`src/rtl/fir_dec_pkg.sv`:
```
// Shared helpers for the integrate-and-dump decimator: derived widths and
// the round-half-up / saturate scaler applied to each dumped sum.
package fir_dec_pkg;

  function automatic int acc_w_of(input int din_w, input int dec_log2);
    return din_w + dec_log2;
  endfunction

  function automatic int sh_of(input int din_w, input int dec_log2, input int dout_w);
    return din_w + dec_log2 - dout_w;
  endfunction

  // Works at 64 bits so the +half rounding term can never wrap the sum.
  function automatic logic signed [63:0] sat_round(input logic signed [63:0] sum,
                                                   input int sh, input int dout_w);
    logic signed [63:0] rnd;
    logic signed [63:0] hi;
    logic signed [63:0] lo;
    rnd = sum;
    if (sh > 0) rnd = (sum + (64'sd1 <<< (sh - 1))) >>> sh;
    hi  = (64'sd1 <<< (dout_w - 1)) - 64'sd1;
    lo  = -(64'sd1 <<< (dout_w - 1));
    if (rnd > hi) return hi;
    if (rnd < lo) return lo;
    return rnd;
  endfunction

endpackage

```
`src/rtl/axis_sync_fifo.sv`:
```
// Circular FIFO whose read side comes straight from registered storage, so
// the consumer's ready never reaches the outputs combinationally.
module axis_sync_fifo #(
  parameter int DEPTH = 4,
  parameter int W     = 17
) (
  input  logic                     clk,
  input  logic                     rst_n,
  input  logic                     push,
  input  logic [W-1:0]             wdata,
  input  logic                     pop,
  output logic [W-1:0]             rdata,
  output logic                     full,
  output logic                     empty,
  output logic [$clog2(DEPTH):0]   level
);

  localparam int AW = $clog2(DEPTH);

  logic [W-1:0]  mem [DEPTH];
  logic [AW-1:0] wr_ptr;
  logic [AW-1:0] rd_ptr;
  logic [AW:0]   count;
  logic          do_pop;
  logic          do_push;

  assign do_pop  = pop & (count != '0);
  // A push on a full FIFO is accepted only when the same cycle frees a slot.
  assign do_push = push & ((count != (AW+1)'(DEPTH)) | do_pop);

  always_ff @(posedge clk or negedge rst_n) begin
    if (!rst_n) begin
      wr_ptr <= '0;
      rd_ptr <= '0;
      count  <= '0;
      for (int unsigned i = 0; i < DEPTH; i++) mem[i] <= '0;
    end else begin
      if (do_push) begin
        mem[wr_ptr] <= wdata;
        wr_ptr      <= wr_ptr + 1'b1;
      end
      if (do_pop) rd_ptr <= rd_ptr + 1'b1;
      count <= count + (AW+1)'(do_push) - (AW+1)'(do_pop);
    end
  end

  assign rdata = mem[rd_ptr];
  assign full  = (count == (AW+1)'(DEPTH));
  assign empty = (count == '0);
  assign level = count;

endmodule

```
`src/rtl/fir_dec_axis_out.sv`:
```
// Integrate-and-dump decimator behind fir_top: averages groups of 2**DEC_LOG2
// samples, rounds/saturates, and streams results out on AXIS with framed TLAST.
module fir_dec_axis_out
  import fir_dec_pkg::*;
#(
  parameter int DIN_W      = 16,
  parameter int DOUT_W     = 16,
  parameter int DEC_LOG2   = 2,
  parameter int FIFO_DEPTH = 4,
  parameter int FRAME_LEN  = 256
) (
  input  logic                          clk,
  input  logic                          rst_n,
  input  logic                          en,
  input  logic [DIN_W-1:0]              in_data,
  input  logic                          in_valid,
  output logic [DOUT_W-1:0]             m_tdata,
  output logic                          m_tvalid,
  input  logic                          m_tready,
  output logic                          m_tlast,
  output logic [$clog2(FIFO_DEPTH):0]   fifo_level,
  output logic                          ovf,
  input  logic                          ovf_clr
);

  localparam int ACC_W = acc_w_of(DIN_W, DEC_LOG2);
  localparam int SH    = sh_of(DIN_W, DEC_LOG2, DOUT_W);
  localparam int FC_W  = (FRAME_LEN > 1) ? $clog2(FRAME_LEN) : 1;

  typedef struct packed {
    logic              tlast;
    logic [DOUT_W-1:0] data;
  } fifo_entry_t;

  logic [DEC_LOG2-1:0]     phase;
  logic signed [ACC_W-1:0] acc;
  logic signed [ACC_W-1:0] ext_in;
  logic signed [ACC_W-1:0] sum;
  logic [DOUT_W-1:0]       dump_q;
  logic                    dump_vld;
  logic [FC_W-1:0]         fcnt;
  logic                    frame_end;
  logic                    samp;
  logic                    dump_now;
  logic                    pop;
  logic                    full;
  logic                    empty;
  fifo_entry_t             wr_entry;
  fifo_entry_t             rd_entry;

  assign samp      = in_valid & en;
  assign dump_now  = samp & (&phase);
  assign ext_in    = ACC_W'($signed(in_data));
  assign sum       = acc + ext_in;
  assign frame_end = (fcnt == FC_W'(FRAME_LEN - 1));

  always_ff @(posedge clk or negedge rst_n) begin
    if (!rst_n) begin
      phase <= '0;
      acc   <= '0;
    end else if (!en) begin
      phase <= '0;
      acc   <= '0;
    end else if (in_valid) begin
      phase <= phase + 1'b1;
      acc   <= (phase == '0) ? ext_in : sum;
    end
  end

  always_ff @(posedge clk or negedge rst_n) begin
    if (!rst_n) begin
      dump_vld <= 1'b0;
      dump_q   <= '0;
    end else begin
      dump_vld <= dump_now;
      if (dump_now) dump_q <= DOUT_W'(sat_round(64'(sum), SH, DOUT_W));
    end
  end

  // The frame counter advances on every write attempt, including dropped
  // ones, so TLAST stays aligned to the write count across overflow.
  always_ff @(posedge clk or negedge rst_n) begin
    if (!rst_n) begin
      fcnt <= '0;
    end else if (!en) begin
      fcnt <= '0;
    end else if (dump_vld) begin
      fcnt <= frame_end ? '0 : fcnt + 1'b1;
    end
  end

  always_ff @(posedge clk or negedge rst_n) begin
    if (!rst_n) begin
      ovf <= 1'b0;
    end else if (ovf_clr) begin
      ovf <= 1'b0;
    end else if (dump_vld & full & !pop) begin
      ovf <= 1'b1;
    end
  end

  always_comb begin
    wr_entry       = '0;
    wr_entry.tlast = frame_end;
    wr_entry.data  = dump_q;
  end

  assign pop = m_tvalid & m_tready;

  axis_sync_fifo #(
    .DEPTH (FIFO_DEPTH),
    .W     (DOUT_W + 1)
  ) u_fifo (
    .clk   (clk),
    .rst_n (rst_n),
    .push  (dump_vld),
    .wdata (wr_entry),
    .pop   (pop),
    .rdata (rd_entry),
    .full  (full),
    .empty (empty),
    .level (fifo_level)
  );

  assign m_tvalid = !empty;
  assign m_tdata  = rd_entry.data;
  assign m_tlast  = rd_entry.tlast;

endmodule

```
`config.mk`:
```
export PLATFORM = sky130hd
export DESIGN_NAME = fir_dec_axis_out
export DESIGN_NICKNAME = d
export VERILOG_FILES = /design/src/rtl/fir_dec_pkg.sv /design/src/rtl/axis_sync_fifo.sv /design/src/rtl/fir_dec_axis_out.sv
export SDC_FILE = /design/constraint.sdc
export NUM_CORES = 1
export LEC_CHECK = 0
export CELL_PAD_IN_SITES_DETAIL_PLACEMENT = 1
export CELL_PAD_IN_SITES_GLOBAL_PLACEMENT = 2
export CORE_UTILIZATION = 45
export CTS_BUF_LIST = sky130_fd_sc_hd__clkbuf_8
export CTS_CLUSTER_SIZE = 30
export DETAILED_ROUTE_END_ITERATION = 8
export PLACE_DENSITY = 0.93
export SLEW_MARGIN = 30
export SYNTH_ARGS = -nofsm -noshare
export SYNTH_HDL_FRONTEND = slang
export SYNTH_SLANG_ARGS = --single-unit
```
`constraint.sdc`:
```
create_clock -name clk -period 6.3 [get_ports clk]
set_input_delay 0.63 -clock clk [delete_from_list [all_inputs] [get_ports clk]]
set_output_delay 0.63 -clock clk [all_outputs]
set_load 0.03 [all_outputs]
```
==> metrics.md <==
| Metric | Value |
|---|---|
| Post-synthesis register bit count | `121` |
| YS warnings | `0` |
| Worst slew margin | `0.375` |
| Ys async rst share | `1.00` |
| Cell count after synthesis | `609` |
| CTS Sinks | `121` |
| Pwr Density | `303 mW/mm^2` |
| Die outline width | `124 um` |
| Syn_nets | `660` |
| Die Y | `124 um` |
| Slew Viols, Final | `0` |
| Top Ports | `44` |
| Commonest non-fill, non-tap cells in the layout | `dfrtp_1, mux2_2, nor2_1` |
| Vias | `4860` |
| CTS tree | `done` |
| CORE AREA | `0.0146 sq mm` |
| Largest delay share family, worst path | `compound AO/OA/AOI/OAI gates` |
| Worst r2r src | `acc[0]` |
| Leakage | `approximately 3.5 nW` |
| Wirelength per Cell | `20.2 um` |
| Hold Crit Class | `primary input to async pin` |
| Max Fclk | `271 MHz` |
| Largest net degree at the start of global routing | `63` |
| Status | `finished clean` |
| First DRT Iteration DRCs | `between 150 and 200` |
| Crit path time final | `3.69 ns` |
| Post-synth top area share | `0.449` |
| Insertion delay to the later sink of the worst-skew pair | `0.45 ns` |
| Max-cap check violation count | `0` |
| Final hold viol count | `0` |
| Slew @ Worst Pin | `0.935 ns` |
| Peak supply drop | `0.000150 V` |
| Vias per cell | `5.76` |
| Critical path required time | `~6.6 ns` |
| Die area | `0.0155 sq mm` |
| Area grow syn2layout | `14.2%` |
| Synth area leaders | `dfrtp_1, mux2_2, mux4_2` |
| Crit path from | `in_data[0]` |
| # nets final | `698` |
| Synth unique cells | `66` |
| Hpwl dp | `11700 um` |
| # rows | `44` |
| Post-Syn Area per Cell | `~11 sq um` |
| Root buf cell | `clkbuf_8` |
| Post-CTS sizing | `0` |
| Top FF cell, synth | `dfrtp_1` |
| Total wire length | `between 15000 and 20000 um` |
| Crit Path Category | `primary input to register` |
| Register area share after synthesis | `0.449` |
| Antenna violations before repair | `0` |
| CP arrival | `around 4 ns` |
| Initial core utilization | `0.463` |
| Global-route wire length before repair | `about 29000 um` |
| Antenna viol nets, final | `0` |
| Critical path launch point type | `primary input` |
| Share of cells above drive strength 1 | `0.218` |
| CP Capture Type | `register` |
| Clk pin slew, worst setup/hold paths | `0.08 ns` |
| Clk_skew | `0.0127 ns` |
| CP max-delay cell | `clkdlybuf4s50_1` |
| Fin crit share | `0.586` |
| Most common cell after layout, fill and taps aside | `dfrtp_1` |
| N_diodes | `0` |
| # fillers | `approximately 1600` |
| # hold bufs at CTS | `0` |
| Total track usage | `0.239` |
| Inserted Clock Buffers | `17` |
| H-tree levels | `4` |
| Setup bufs post-CTS | `0` |
| Drt drc | `0` |
| Number of global-route vias before repair | `5394` |
| Synth area leader | `dfrtp_1` |
| Post-synth EDFFs | `0` |
| Buffers added on ports | `43` |
| RSZ-0062 raised after global routing | `false` |
| CP Buf/Inv Count | `2` |
| Setup TNS | `0 ns` |
| Crit Path Max Fanout | `8` |
| Mapped cell area | `0.00675 sq mm` |
| CTS Buffer Depth | `2` |
| Final worst setup slack | `2.61 ns` |
| Setup violators final | `0` |
| Final Wtd Congestion | `0.849` |
| Gr ovfl total | `0` |
| Crit-path max cell delay | `0.48 ns` |
| Setup WS pre-CTS | `2.19 ns` |
| CP Cell Sequence | `clkdlybuf4s50_1, ha_1, inv_1, fa_1, nand2b_1, a21o_1, a211oi_2, nor4_1, a211o_1, nor4b_4, nand4_1, o21ai_0, o22ai_1` |
| Detailed Routing Iterations Pass 1 | `4` |
-- synthesized netlist by cell type (2+ instances only) --
master,number
clkinv_1,2
nand3_1,10
o21ai_1,3
o21ai_0,23
nand2b_1,8
a31o_2,2
a21oi_1,31
and3_1,3
mux2i_1,9
nor2b_1,2
nor4_1,4
a31oi_1,5
or3_1,3
buf_1,3
xor2_1,15
nor3_1,5
nor3b_1,4
a21o_1,5
fa_1,2
o211ai_1,14
o211ai_2,2
and2_1,4
ha_1,27
dfrtp_1,121
a211oi_2,2
a21oi_2,11
nand2_1,50
nor2_1,56
a211oi_1,7
xnor2_1,20
mux2_2,64
buf_2,4
inv_1,15
clkbuf_1,17
mux4_2,17
nand4_1,9
-- metrics by stage --
step	utilization	instance area (sq um)	total power [mW]	hold WS, ns	std cells
global route	0.528	7710	2.46	0.322	844
global placement	0.501	7300	1.60	0.458	812
finish	0.528	7710	2.34	0.275	844
floorplan	-	6750	1.42	0.334	609
detailed placement	0.501	7310	1.64	0.480	812
CTS	0.528	7710	2.37	0.286	844
-- cell type report --
class | instances | area, sq um | share of cell area
multi-input combinational | 444 | 3530 | 0.458
sequential | 121 | 3030 | 0.393
timing repair buffer | 46 | 450 | 0.0584
clock buffer | 23 | 317 | 0.0411
tap | 184 | 230 | 0.0299
clock inverter | 9 | 86.3 | 0.0112
inverter | 17 | 63.8 | 0.00828
-- routing by layer --
metal | wire length [um] | track usage
met2 | 8770 | 0.410
met5 | 0 | 0
met3 | 493 | 0.0520
met4 | 304 | 0.0801
met1 | 7450 | 0.296
-- path summary, 6_finish.rpt --
path	slack, ns	to	depth (start not counted)
max in group asynchronous	4.72	dump_q[14]	2
min reg2reg	0.49	u_fifo.mem[67]	2
min in group clk	0.49	u_fifo.mem[67]	2
max	2.61	dump_q[14]	13
max reg2reg	2.92	dump_q[14]	12
min	0.28	u_fifo.mem[67]	1
-- registers in the layout (all words and copies together), names as in the netlist --
name	flops
acc	18
dump_q	16
dump_vld	1
fcnt	8
ovf	1
phase	2
u_fifo.level	3
u_fifo.mem	68
u_fifo.rd_ptr	2
u_fifo.wr_ptr	2
-- cells by family (layout without fill, tap and decap cells) --
family / after synthesis / count (layout) / share of synthesized area
adders and majority gates: 29 / 29 / 0.0560
DFF: 121 / 121 / 0.449
muxes: 90 / 90 / 0.177
and+or+nand+nor: 171 / 171 / 0.123
AOI/OAI and AO/OA: 118 / 118 / 0.119
xor gates and xnor gates: 36 / 36 / 0.0478
buffers and inverters: 44 / 95 / 0.0284
-- power breakdown --
part           total, mW  switching (mW)  internal, mW
registers          0.975           0.115         0.860
logic              0.654           0.374         0.281
clock network      0.706           0.330         0.375
(Power assumes the default switching activity.)
